**config.mk**
```make
export PLATFORM = sky130hd
export DESIGN_NAME = mips32_multicycle_ctrl
export DESIGN_NICKNAME = d
export VERILOG_FILES = /design/src/rtl/mips32_multicycle_ctrl.sv
export SDC_FILE = /design/constraint.sdc
export NUM_CORES = 1
export LEC_CHECK = 0
export CAP_MARGIN = 20
export CORE_MARGIN = 2
export CORE_UTILIZATION = 45
export CTS_CLUSTER_DIAMETER = 200
export CTS_CLUSTER_SIZE = 28
export DETAILED_ROUTE_END_ITERATION = 7
export HOLD_SLACK_MARGIN = 0.15
export PLACE_DENSITY = 0.74
export SYNTH_ARGS = -nofsm -noshare
export SYNTH_HDL_FRONTEND = slang
export SYNTH_SLANG_ARGS = --single-unit
export TNS_END_PERCENT = 5
```
**constraint.sdc**
```tcl
create_clock -name clk -period 2.47 [get_ports clk]
set_clock_uncertainty 0.15 [all_clocks]
set_input_delay 0.3705 -clock clk [delete_from_list [all_inputs] [get_ports clk]]
set_output_delay 0.3705 -clock clk [all_outputs]
set_load 0.01 [all_outputs]
```
**src/rtl/mips32_multicycle_ctrl.sv**
```systemverilog
// Multi-cycle MIPS32 control unit: FETCH/DECODE/EXEC/MEM/WB FSM
// with a memory-ready timeout and sticky trap flags.
module mips32_multicycle_ctrl #(
  parameter int MEM_TIMEOUT = 15,
  parameter bit EN_SUBWORD  = 1'b1,
  parameter int TMO_W       = 8
) (
  input  logic       clk,
  input  logic       rst,
  input  logic [5:0] opc,
  input  logic [5:0] func,
  input  logic       aluZero,
  input  logic       memReady,
  output logic       irWrite,
  output logic       pcWrite,
  output logic [1:0] pcSrc,
  output logic       memRead,
  output logic       memWrite,
  output logic       iorD,
  output logic [1:0] memDataSize,
  output logic       memBitExt,
  output logic       rfWriteEnable,
  output logic       rfWriteAddrSel,
  output logic [1:0] rfWriteDataSel,
  output logic       aluSrc,
  output logic [2:0] aluFunc,
  output logic       bitXtend,
  output logic       isLui,
  output logic       invOpcode,
  output logic       memErr,
  output logic [2:0] state
);

  typedef enum logic [2:0] {
    S_FETCH  = 3'd0,
    S_DECODE = 3'd1,
    S_EXEC   = 3'd2,
    S_MEM    = 3'd3,
    S_WB     = 3'd4,
    S_TRAP   = 3'd7
  } state_t;

  localparam logic [2:0] ALU_ADD = 3'd0;
  localparam logic [2:0] ALU_SUB = 3'd1;
  localparam logic [2:0] ALU_AND = 3'd2;
  localparam logic [2:0] ALU_OR  = 3'd3;
  localparam logic [2:0] ALU_XOR = 3'd4;
  localparam logic [2:0] ALU_SLT = 3'd5;

  localparam logic [TMO_W-1:0] TMO_MAX = TMO_W'(MEM_TIMEOUT);

  typedef struct packed {
    logic       alu_src;
    logic [2:0] alu_func;
    logic       bit_xtend;
    logic       is_lui;
    logic       wa_sel;
    logic [1:0] wd_sel;
    logic [1:0] dsize;
    logic       bit_ext;
    logic       ld;
    logic       st;
    logic       beq;
    logic       bne;
    logic       jmp;
  } ctrl_t;

  state_t           cur;
  state_t           nxt;
  ctrl_t            ctl;
  ctrl_t            dec;
  logic             dec_ok;
  logic [TMO_W-1:0] cnt;
  logic             tmo;
  logic             waiting;

  assign tmo     = (cnt == TMO_MAX);
  assign waiting = (cur == S_FETCH || cur == S_MEM) && !memReady;

  // Instruction decode into the control bundle latched at DECODE
  always_comb begin
    dec    = '0;
    dec_ok = 1'b1;
    unique case (opc)
      6'h00: begin
        dec.wa_sel = 1'b1;
        unique case (func)
          6'h20, 6'h21: dec.alu_func = ALU_ADD;
          6'h22: dec.alu_func = ALU_SUB;
          6'h23: begin
            dec.alu_func  = ALU_SUB;
            dec.bit_xtend = 1'b1;
          end
          6'h24: dec.alu_func = ALU_AND;
          6'h25: dec.alu_func = ALU_OR;
          6'h26: dec.alu_func = ALU_XOR;
          6'h2A: dec.alu_func = ALU_SLT;
          6'h2B: begin
            dec.alu_func  = ALU_SLT;
            dec.bit_xtend = 1'b1;
          end
          default: dec_ok = 1'b0;
        endcase
      end
      6'h02: dec.jmp = 1'b1;
      6'h04: begin
        dec.alu_func = ALU_SUB;
        dec.beq      = 1'b1;
      end
      6'h05: begin
        dec.alu_func = ALU_SUB;
        dec.bne      = 1'b1;
      end
      6'h08, 6'h09: begin
        dec.alu_src  = 1'b1;
        dec.alu_func = ALU_ADD;
      end
      6'h0A, 6'h0B: begin
        dec.alu_src  = 1'b1;
        dec.alu_func = ALU_SLT;
      end
      6'h0C: begin
        dec.alu_src   = 1'b1;
        dec.alu_func  = ALU_AND;
        dec.bit_xtend = 1'b1;
      end
      6'h0D: begin
        dec.alu_src   = 1'b1;
        dec.alu_func  = ALU_OR;
        dec.bit_xtend = 1'b1;
      end
      6'h0E: begin
        dec.alu_src   = 1'b1;
        dec.alu_func  = ALU_XOR;
        dec.bit_xtend = 1'b1;
      end
      6'h0F: begin
        dec.alu_src   = 1'b1;
        dec.alu_func  = ALU_ADD;
        dec.bit_xtend = 1'b1;
        dec.is_lui    = 1'b1;
      end
      6'h20, 6'h21, 6'h23, 6'h24, 6'h25: begin
        dec.alu_src = 1'b1;
        dec.ld      = 1'b1;
        dec.wd_sel  = 2'd1;
        dec.bit_ext = (opc == 6'h24) || (opc == 6'h25);
        if (opc == 6'h20 || opc == 6'h24) dec.dsize = 2'd2;
        if (opc == 6'h21 || opc == 6'h25) dec.dsize = 2'd1;
        if (opc != 6'h23) dec_ok = EN_SUBWORD;
      end
      6'h28, 6'h29, 6'h2B: begin
        dec.alu_src = 1'b1;
        dec.st      = 1'b1;
        if (opc == 6'h28) dec.dsize = 2'd2;
        if (opc == 6'h29) dec.dsize = 2'd1;
        if (opc != 6'h2B) dec_ok = EN_SUBWORD;
      end
      default: dec_ok = 1'b0;
    endcase
    if (!dec_ok) dec = '0;
  end

  // State register
  always_ff @(posedge clk or posedge rst) begin
    if (rst) cur <= S_FETCH;
    else     cur <= nxt;
  end

  // Control latch loaded once per instruction in DECODE
  always_ff @(posedge clk or posedge rst) begin
    if (rst)                 ctl <= '0;
    else if (cur == S_DECODE) ctl <= dec;
  end

  // Wait-cycle counter, cleared on every state change
  always_ff @(posedge clk or posedge rst) begin
    if (rst)             cnt <= '0;
    else if (nxt != cur) cnt <= '0;
    else if (waiting)    cnt <= cnt + TMO_W'(1);
  end

  // Sticky trap cause flags
  always_ff @(posedge clk or posedge rst) begin
    if (rst) begin
      invOpcode <= 1'b0;
      memErr    <= 1'b0;
    end else begin
      if (cur == S_DECODE && !dec_ok) invOpcode <= 1'b1;
      if (waiting && tmo)             memErr    <= 1'b1;
    end
  end

  // Next state and per-state strobes
  always_comb begin
    nxt           = cur;
    irWrite       = 1'b0;
    pcWrite       = 1'b0;
    pcSrc         = 2'd0;
    memRead       = 1'b0;
    memWrite      = 1'b0;
    iorD          = 1'b0;
    rfWriteEnable = 1'b0;
    unique case (cur)
      S_FETCH: begin
        memRead = 1'b1;
        if (memReady) begin
          irWrite = 1'b1;
          pcWrite = 1'b1;
          nxt     = S_DECODE;
        end else if (tmo) begin
          nxt = S_TRAP;
        end
      end
      S_DECODE: nxt = dec_ok ? S_EXEC : S_TRAP;
      S_EXEC: begin
        nxt = S_WB;
        if (ctl.beq) begin
          pcWrite = aluZero;
          pcSrc   = 2'd1;
          nxt     = S_FETCH;
        end else if (ctl.bne) begin
          pcWrite = !aluZero;
          pcSrc   = 2'd1;
          nxt     = S_FETCH;
        end else if (ctl.jmp) begin
          pcWrite = 1'b1;
          pcSrc   = 2'd2;
          nxt     = S_FETCH;
        end else if (ctl.ld || ctl.st) begin
          nxt = S_MEM;
        end
      end
      S_MEM: begin
        iorD     = 1'b1;
        memRead  = ctl.ld;
        memWrite = ctl.st;
        if (memReady)  nxt = ctl.ld ? S_WB : S_FETCH;
        else if (tmo)  nxt = S_TRAP;
      end
      S_WB: begin
        rfWriteEnable = 1'b1;
        nxt           = S_FETCH;
      end
      S_TRAP:  nxt = S_TRAP;
      default: nxt = S_TRAP;
    endcase
  end

  assign state          = cur;
  assign aluSrc         = ctl.alu_src;
  assign aluFunc        = ctl.alu_func;
  assign bitXtend       = ctl.bit_xtend;
  assign isLui          = ctl.is_lui;
  assign rfWriteAddrSel = ctl.wa_sel;
  assign rfWriteDataSel = ctl.wd_sel;
  assign memDataSize    = ctl.dsize;
  assign memBitExt      = ctl.bit_ext;

endmodule

```
==> metrics.log, run 1 <==
INFO  metric worstReg2RegEnd = ctl[2]
INFO  metric route.detailed.drc = 0
INFO  metric ys_ff_latch = 28
INFO  metric synth.yosys.seq_area_share = 41.03%
INFO  metric grt_util_met3 = 2.226%
INFO  metric ant_nets = 0
INFO  metric synthesis.nets = 211
INFO  metric dp_hpwl = 2.981 mm
INFO  metric htree_num_levels = 1
INFO  metric period_share = 95.33%
INFO  metric synth_cell_type_count = 48
INFO  metric synth-warning-count = 0
INFO  metric synth.top_cells.by_area = sky130_fd_sc_hd__dfrtp_1 (41%), sky130_fd_sc_hd__nor2_1 (4.8%), sky130_fd_sc_hd__a32o_1 (4.1%), sky130_fd_sc_hd__a21oi_1 (3.5%), sky130_fd_sc_hd__buf_4 (3.5%)
INFO  metric path_clk_slew = 0.10 ns
INFO  metric comb_power_share = 41.5%
INFO  metric post_cts.resized_instances = 0
INFO  metric first_global_vias = 1,513
INFO  metric cellPowerDensity = 735.4 nW/um2
INFO  metric total_switching_power = 569.7 uW
INFO  metric cp_slowest_cell = sky130_fd_sc_hd__clkdlybuf4s50_1
INFO  metric slowest_delay = 0.56 ns
INFO  metric placeableCoreArea = 3661 um2
INFO  metric worst_setup_ep_type = output port
INFO  metric average_size_of_a_mapped_cell = 8.804 um2
INFO  metric grt_max_degree = 29
INFO  metric total_power = 1625 uW
INFO  metric track_usage = 20.03%
INFO  metric grt_use_met2 = 32.14%
INFO  metric synth.cell_area = 1708 um2
INFO  metric grt_first_pass_wirelength = 6.789 mm
INFO  metric place_congestion = 0.9052
INFO  metric cts_buffer_depth = 2
INFO  metric p_seq_share = 41.2%
INFO  metric cells_after_synthesis = 194
INFO  metric num_vias = 1,550
INFO  metric postCtsHoldBufs = 0
INFO  metric internal-power = 1055 uW
INFO  metric critical_path_maximum_fanout = 11
INFO  metric status = finished, final reports clean
INFO  metric initial_utilization = 46.65%
INFO  metric layout-drive-gt1-share = 9.914%
INFO  metric die_width = 65.61 um
INFO  metric placement_rows = 22
INFO  metric antenna_found_initial = 0
INFO  metric synth_edf_count = 0
INFO  metric power_leakage = 0.0009504 uW
INFO  metric wl_per_cell = 13.95 um
INFO  metric tritoncts.num_buffers = 3
INFO  metric power.switching_fraction = 35.06%
INFO  metric post-cts-setup-buffers = 0
INFO  metric fillerInstances = 314
INFO  metric timing.final.max_slew_violations = 0
INFO  metric reg2reg_slack = 0.39 ns
INFO  metric nNetsFinal = 250
INFO  metric worst-setup-path-type = flip-flop to output port
INFO  metric pin_count = 41
INFO  metric timing.max_slew.rel_slack = 60.97%
INFO  metric grt-ovfl-total = 0
INFO  metric area_delta_synth_final = 29.38%
INFO  metric peakVddDrop = 0.4667 mV
INFO  metric final-setup-viol-count = 0
INFO  metric cts.root.buffer_cell = sky130_fd_sc_hd__clkbuf_8
INFO  metric detail_route.vias_per_cell = 5.536
INFO  metric antenna_cells_inserted = 0
INFO  metric post_synth_most_frequent_cells = sky130_fd_sc_hd__dfrtp_1 (28), sky130_fd_sc_hd__nor2_1 (22), sky130_fd_sc_hd__nand2_1 (14)
INFO  metric final.min_clock_period = 2.355 ns
INFO  metric timing.setup.tns = 0 ns
INFO  metric max_slew.worst_pin.slew = 0.5841 ns
INFO  metric clock-sinks = 28
INFO  metric drt_pre_antenna_iters = 4
INFO  metric groute.layer.met1.usage = 27.85%
INFO  metric clkPwrFrac = 17.2%
INFO  metric die-height = 65.61 um
INFO  metric port-buffer-count = 39
INFO  metric number_of_cells_on_the_worst_reg_to_reg_path = 4
INFO  metric worst_hold_path_type = primary input to async pin
INFO  metric yosys.cell_count.top_type = sky130_fd_sc_hd__dfrtp_1
INFO  metric tritoncts = built
INFO  metric async_flop_share = 100.0%
INFO  metric final-hold-violation-count = 0
INFO  metric path_cells = or2_2 -> a21oi_1 -> clkdlybuf4s50_1
INFO  metric synthDominantAreaCellType = sky130_fd_sc_hd__dfrtp_1
INFO  metric grt_busiest_layer = met2
INFO  metric setup_repair_after_global_routing_missed_its_margin = false
INFO  metric clock.fmax = 0.4247 GHz
INFO  metric setup.worst_path.start_class = flip-flop
INFO  metric critical_r2r_launch = state[2]
INFO  metric first_iter_violations = 148
INFO  metric synth-main-ff-cell = sky130_fd_sc_hd__dfrtp_1
INFO  metric die_area = 4304 um2
INFO  metric cap_viol_max_count = 0
INFO  metric postRouteWirelength = 3.907 mm
INFO  metric clock_insertion_delay_worst_skew = 0.27 ns
INFO  metric cp_data_required_time = 1.95 ns
INFO  metric worst_ep_arrival_time = 1.83 ns
INFO  metric synth_top_cell_area_share = 41.03%
[logic make-up (layout without fill, tap and decap cells)]
kind of cell    after synthesis  after routing  synth area share, %
flops                        28             28                41.03
other cells                   1              1               0.2196
buf+inv                      25             63                7.546
xor+xnor                      7              7                4.030
simple gates                 77             77                23.44
fa+ha+maj                     1              1               0.7325
compound gates               55             55                23.01
[flip-flops by register name, summed over array words and instances, names as in the netlist]
register,cells
rfWriteAddrSel,1
aluSrc,1
cnt,8
memDataSize,2
state,3
rfWriteDataSel,1
aluFunc,3
bitXtend,1
isLui,1
memBitExt,1
ctl,4
memErr,1
invOpcode,1
[cell usage in the layout (no fill, tap or decap), types with 2 or more instances in the layout]
cell,instances
sky130_fd_sc_hd__nand3_1,6
sky130_fd_sc_hd__a21oi_1,12
sky130_fd_sc_hd__buf_4,13
sky130_fd_sc_hd__nor3b_1,2
sky130_fd_sc_hd__a31oi_1,3
sky130_fd_sc_hd__clkdlybuf4s50_1,39
sky130_fd_sc_hd__and3_1,3
sky130_fd_sc_hd__nand2_1,14
sky130_fd_sc_hd__and4_1,2
sky130_fd_sc_hd__a32o_1,7
sky130_fd_sc_hd__clkbuf_8,4
sky130_fd_sc_hd__a22oi_1,2
sky130_fd_sc_hd__nor3_1,2
sky130_fd_sc_hd__o31ai_1,3
sky130_fd_sc_hd__nor2_1,22
sky130_fd_sc_hd__and3b_1,2
sky130_fd_sc_hd__nor4_1,3
sky130_fd_sc_hd__xor2_1,6
sky130_fd_sc_hd__nand2b_1,3
sky130_fd_sc_hd__dfrtp_1,27
sky130_fd_sc_hd__a22o_1,4
sky130_fd_sc_hd__or3_1,2
sky130_fd_sc_hd__and2_1,2
sky130_fd_sc_hd__o21bai_1,3
sky130_fd_sc_hd__o21ai_0,8
sky130_fd_sc_hd__inv_1,7
sky130_fd_sc_hd__nand4_1,4
sky130_fd_sc_hd__nor2b_1,6
[area by class of cell]
| class | instances | area, um2 | area share (%) |
|---|---|---|---|
| flip-flops and latches | 28 | 701.9 | 31.77 |
| multi-input cells | 141 | 878.3 | 39.75 |
| clock buffers | 4 | 55.05 | 2.492 |
| inverters | 7 | 26.28 | 1.189 |
| repair buffers | 52 | 488.0 | 22.08 |
| well taps | 48 | 60.06 | 2.718 |
[through the flow]
stage | worst slack [ns] | instance area [um2] | util (%) | hold slack, ns | cells
6_report | 0.1154 | 2210 | 60.36 | 0.3024 | 280
3_3_place_gp | 0.1803 | 2153 | 58.82 | 0.3012 | 276
2_1_floorplan | 0.5326 | 1708 | - | 0.2859 | 194
5_1_grt | 0.02037 | 2210 | 60.36 | 0.3327 | 280
3_5_place_dp | 0.1561 | 2153 | 58.82 | 0.3155 | 276
4_1_cts | 0.03157 | 2208 | 60.32 | 0.3124 | 280
[routing by layer]
| metal | vias up | wire length, um |
|---|---|---|
| li1 | 779 | - |
| met1 | 732 | 1881 |
| met2 | 35 | 1848 |
| met3 | 4 | 142 |
| met4 | 0 | 35 |
| met5 | - | 0 |
[worst max-delay path: cells and delay by family (launching register included)]
kind	cells	cell delay (ns)
compound gates	1	0.17
buf+inv	1	0.56
flops	1	0.49
simple gates	1	0.35
[worst max path at each step]
| stage | end | depth (start not counted) | start |
|---|---|---|---|
| 5_1_grt | pcWrite | 4 | state[2] |
| 3_3_place_gp | pcWrite | 5 | aluZero |
| 2_1_floorplan | ctl[2] | 6 | state[2] |
| 4_1_cts | memRead | 3 | state[0] |
| 6_report | memRead | 3 | state[0] |
| 3_5_place_dp | ctl[0] | 5 | opc[2] |
[power groups by stage]
stage	logic, uW	clock network, uW	registers [uW]
after floorplan	417	0	659
after global placement	664	0	680
after detailed placement	671	0	680
after CTS	675	284	672
after global routing	746	301	697
final	675	280	670
Power figures use the tool's default switching activity.
==> inputs of run 2 (changes only) <==
--- a/config.mk
+++ b/config.mk
@@ -6,12 +6,13 @@
 export NUM_CORES = 1
 export LEC_CHECK = 0
 export CAP_MARGIN = 20
-export CORE_MARGIN = 2
+export CORE_MARGIN = 4
 export CORE_UTILIZATION = 45
 export CTS_CLUSTER_DIAMETER = 200
 export CTS_CLUSTER_SIZE = 28
 export DETAILED_ROUTE_END_ITERATION = 7
 export HOLD_SLACK_MARGIN = 0.15
+export MAX_ROUTING_LAYER = met4
 export PLACE_DENSITY = 0.74
 export SYNTH_ARGS = -nofsm -noshare
 export SYNTH_HDL_FRONTEND = slang
==> metrics.log, run 2 (synthesized netlist as in run 1, its figures left out) <==
INFO  metric clock.fmax = 0.4239 GHz
INFO  metric clock_insertion_delay_worst_skew = 0.27 ns
INFO  metric setup_repair_after_global_routing_missed_its_margin = false
INFO  metric layout-drive-gt1-share = 10.73%
INFO  metric layout.cells.most_common = sky130_fd_sc_hd__clkdlybuf4s50_1
INFO  metric placement_rows = 22
INFO  metric power.switching_fraction = 33.30%
INFO  metric non_filler_cells_in_the_finished_layout = 281
INFO  metric htree_num_levels = 1
INFO  metric port-buffer-count = 39
INFO  metric dp_hpwl = 3.000 mm
INFO  metric drt_pre_antenna_iters = 4
INFO  metric postPlaceCellArea = 2146 um2
INFO  metric cts.root.buffer_cell = sky130_fd_sc_hd__clkbuf_8
INFO  metric ant_nets = 0
INFO  metric number_of_placed_instances_with_taps_included = 275
INFO  metric setup.worst_path.start_class = flip-flop
INFO  metric detail_route.vias_per_cell = 5.491
INFO  metric area_delta_synth_final = 30.84%
INFO  metric max_slew.worst_pin.slew = 0.5861 ns
INFO  metric post-route-cell-area = 2235 um2
INFO  metric critical_path_maximum_fanout = 11
INFO  metric internal-power = 1138 uW
INFO  metric grt_first_pass_wirelength = 6.782 mm
INFO  metric period_share = 95.51%
INFO  metric die-height = 69.61 um
INFO  metric initial_utilization = 46.65%
INFO  metric grt-ovfl-total = 0
INFO  metric cts_buffer_depth = 2
INFO  metric most-common-layout-cells = sky130_fd_sc_hd__clkdlybuf4s50_1 (39), sky130_fd_sc_hd__dfrtp_1 (26), sky130_fd_sc_hd__nor2_1 (22), sky130_fd_sc_hd__nand2_1 (14), sky130_fd_sc_hd__buf_4 (14)
INFO  metric route.detailed.drc = 0
INFO  metric place_congestion = 0.8992
INFO  metric cap_viol_max_count = 0
INFO  metric status = finished, final reports clean
INFO  metric layout_top_registers = cnt: 8 flops, ctl: 4 flops
INFO  metric antenna_cells_inserted = 0
INFO  metric track_usage = 17.27%
INFO  metric largest_register_ffs = 8
INFO  metric cellPowerDensity = 763.6 nW/um2
INFO  metric timing.final.max_slew_violations = 0
INFO  metric pin_count = 41
INFO  metric die_width = 69.61 um
INFO  metric finalHoldWorstSlack = 0.2949 ns
INFO  metric nNetsFinal = 251
INFO  metric peakVddDrop = 0.3248 mV
INFO  metric total_switching_power = 568.2 uW
INFO  metric tritoncts.num_buffers = 3
INFO  metric tritoncts = built
INFO  metric p_seq_share = 39.9%
INFO  metric worst_ep_arrival_time = 1.84 ns
INFO  metric fillerInstances = 326
INFO  metric worst_hold_path_type = primary input to async pin
INFO  metric power_leakage = 0.0009612 uW
INFO  metric timing.setup.tns = 0 ns
INFO  metric worst-setup-path-type = flip-flop to output port
INFO  metric grt_max_degree = 29
INFO  metric num_vias = 1,543
INFO  metric cp_data_required_time = 1.95 ns
INFO  metric worst_setup_ep_type = output port
INFO  metric final.min_clock_period = 2.359 ns
INFO  metric final-setup-viol-count = 0
INFO  metric die_area = 4845 um2
INFO  metric final-hold-violation-count = 0
INFO  metric register_ranked_first_by_flip_flop_count = cnt
INFO  metric clkPwrFrac = 20.7%
INFO  metric layout.area.seq = 703.2 um2
INFO  metric clock-sinks = 28
INFO  metric multi_input_comb_area = 878.3 um2
INFO  metric antenna_found_initial = 0
INFO  metric path_clk_slew = 0.10 ns
INFO  metric wl_per_cell = 13.94 um
INFO  metric placeableCoreArea = 3661 um2
INFO  metric comb_power_share = 39.4%
INFO  metric first_global_vias = 1,461
INFO  metric postRouteWirelength = 3.916 mm
INFO  metric timing.max_slew.rel_slack = 60.83%
INFO  metric first_iter_violations = 124
[run 2: changes by cell type in the layout (fill, tap and decap cells not counted), sizes merged]
cell and change:
clkbuf -1, bufinv +1, buf +1
[run 2: through the flow]
step | utilization, % | setup slack (ns) | total power, uW
floorplan | - | 0.5326 | 1076
global placement | 58.61 | 0.1777 | 1338
detailed placement | 58.61 | 0.09481 | 1346
CTS | 60.59 | 0.02556 | 1704
global route | 61.04 | 0.01573 | 1828
finish | 61.04 | 0.1108 | 1706
[run 2: power by group through the flow]
stage | logic (uW) | registers (uW) | clock network (uW)
5_1_grt | 747 | 705 | 376
3_3_place_gp | 647 | 691 | 0
4_1_cts | 653 | 691 | 360
3_5_place_dp | 651 | 695 | 0
6_report | 673 | 680 | 354
2_1_floorplan | 417 | 659 | 0
[run 2: area by class of cell]
type	count	area share, %
timing repair buffer	53	22.17
tap	48	2.688
inverter	7	1.176
multi-input combinational	141	39.31
clock inverter	1	1.344
clock buffer	3	1.848
sequential	28	31.47
[run 2: worst paths after layout]
kind	from	to	slack, ns	cells after the start
setup / recovery	state[0]	memRead	0.11	3
hold / removal	rst	isLui	0.29	3
setup reg to reg	state[1]	ctl[3]	0.31	5
hold reg to reg	memErr	memErr	0.33	1
max in group asynchronous	rst	state[0]	1.58	3
min in group clk	memErr	memErr	0.33	1
[run 2: worst max-delay path: stages (launching register included)]
cell                              delay, ns
sky130_fd_sc_hd__dfrtp_2               0.49
sky130_fd_sc_hd__or2_2                 0.35
sky130_fd_sc_hd__a21oi_1               0.17
sky130_fd_sc_hd__clkdlybuf4s50_1       0.56
[run 2: timing repair]
action,4_1_cts,5_1_grt
gates resized for setup,1,1
buffers inserted,0,2
setup endpoints to repair,1,1
hold buffers,0,0
[run 2: per-layer routing]
layer  GRT usage, %  vias to the layer above  wire, um
li1               -                      771         -
met1          22.63                      739      1838
met2          27.75                       31      1911
met3          2.754                        2       144
met4          4.772                        0        22
met5              -                        -         0
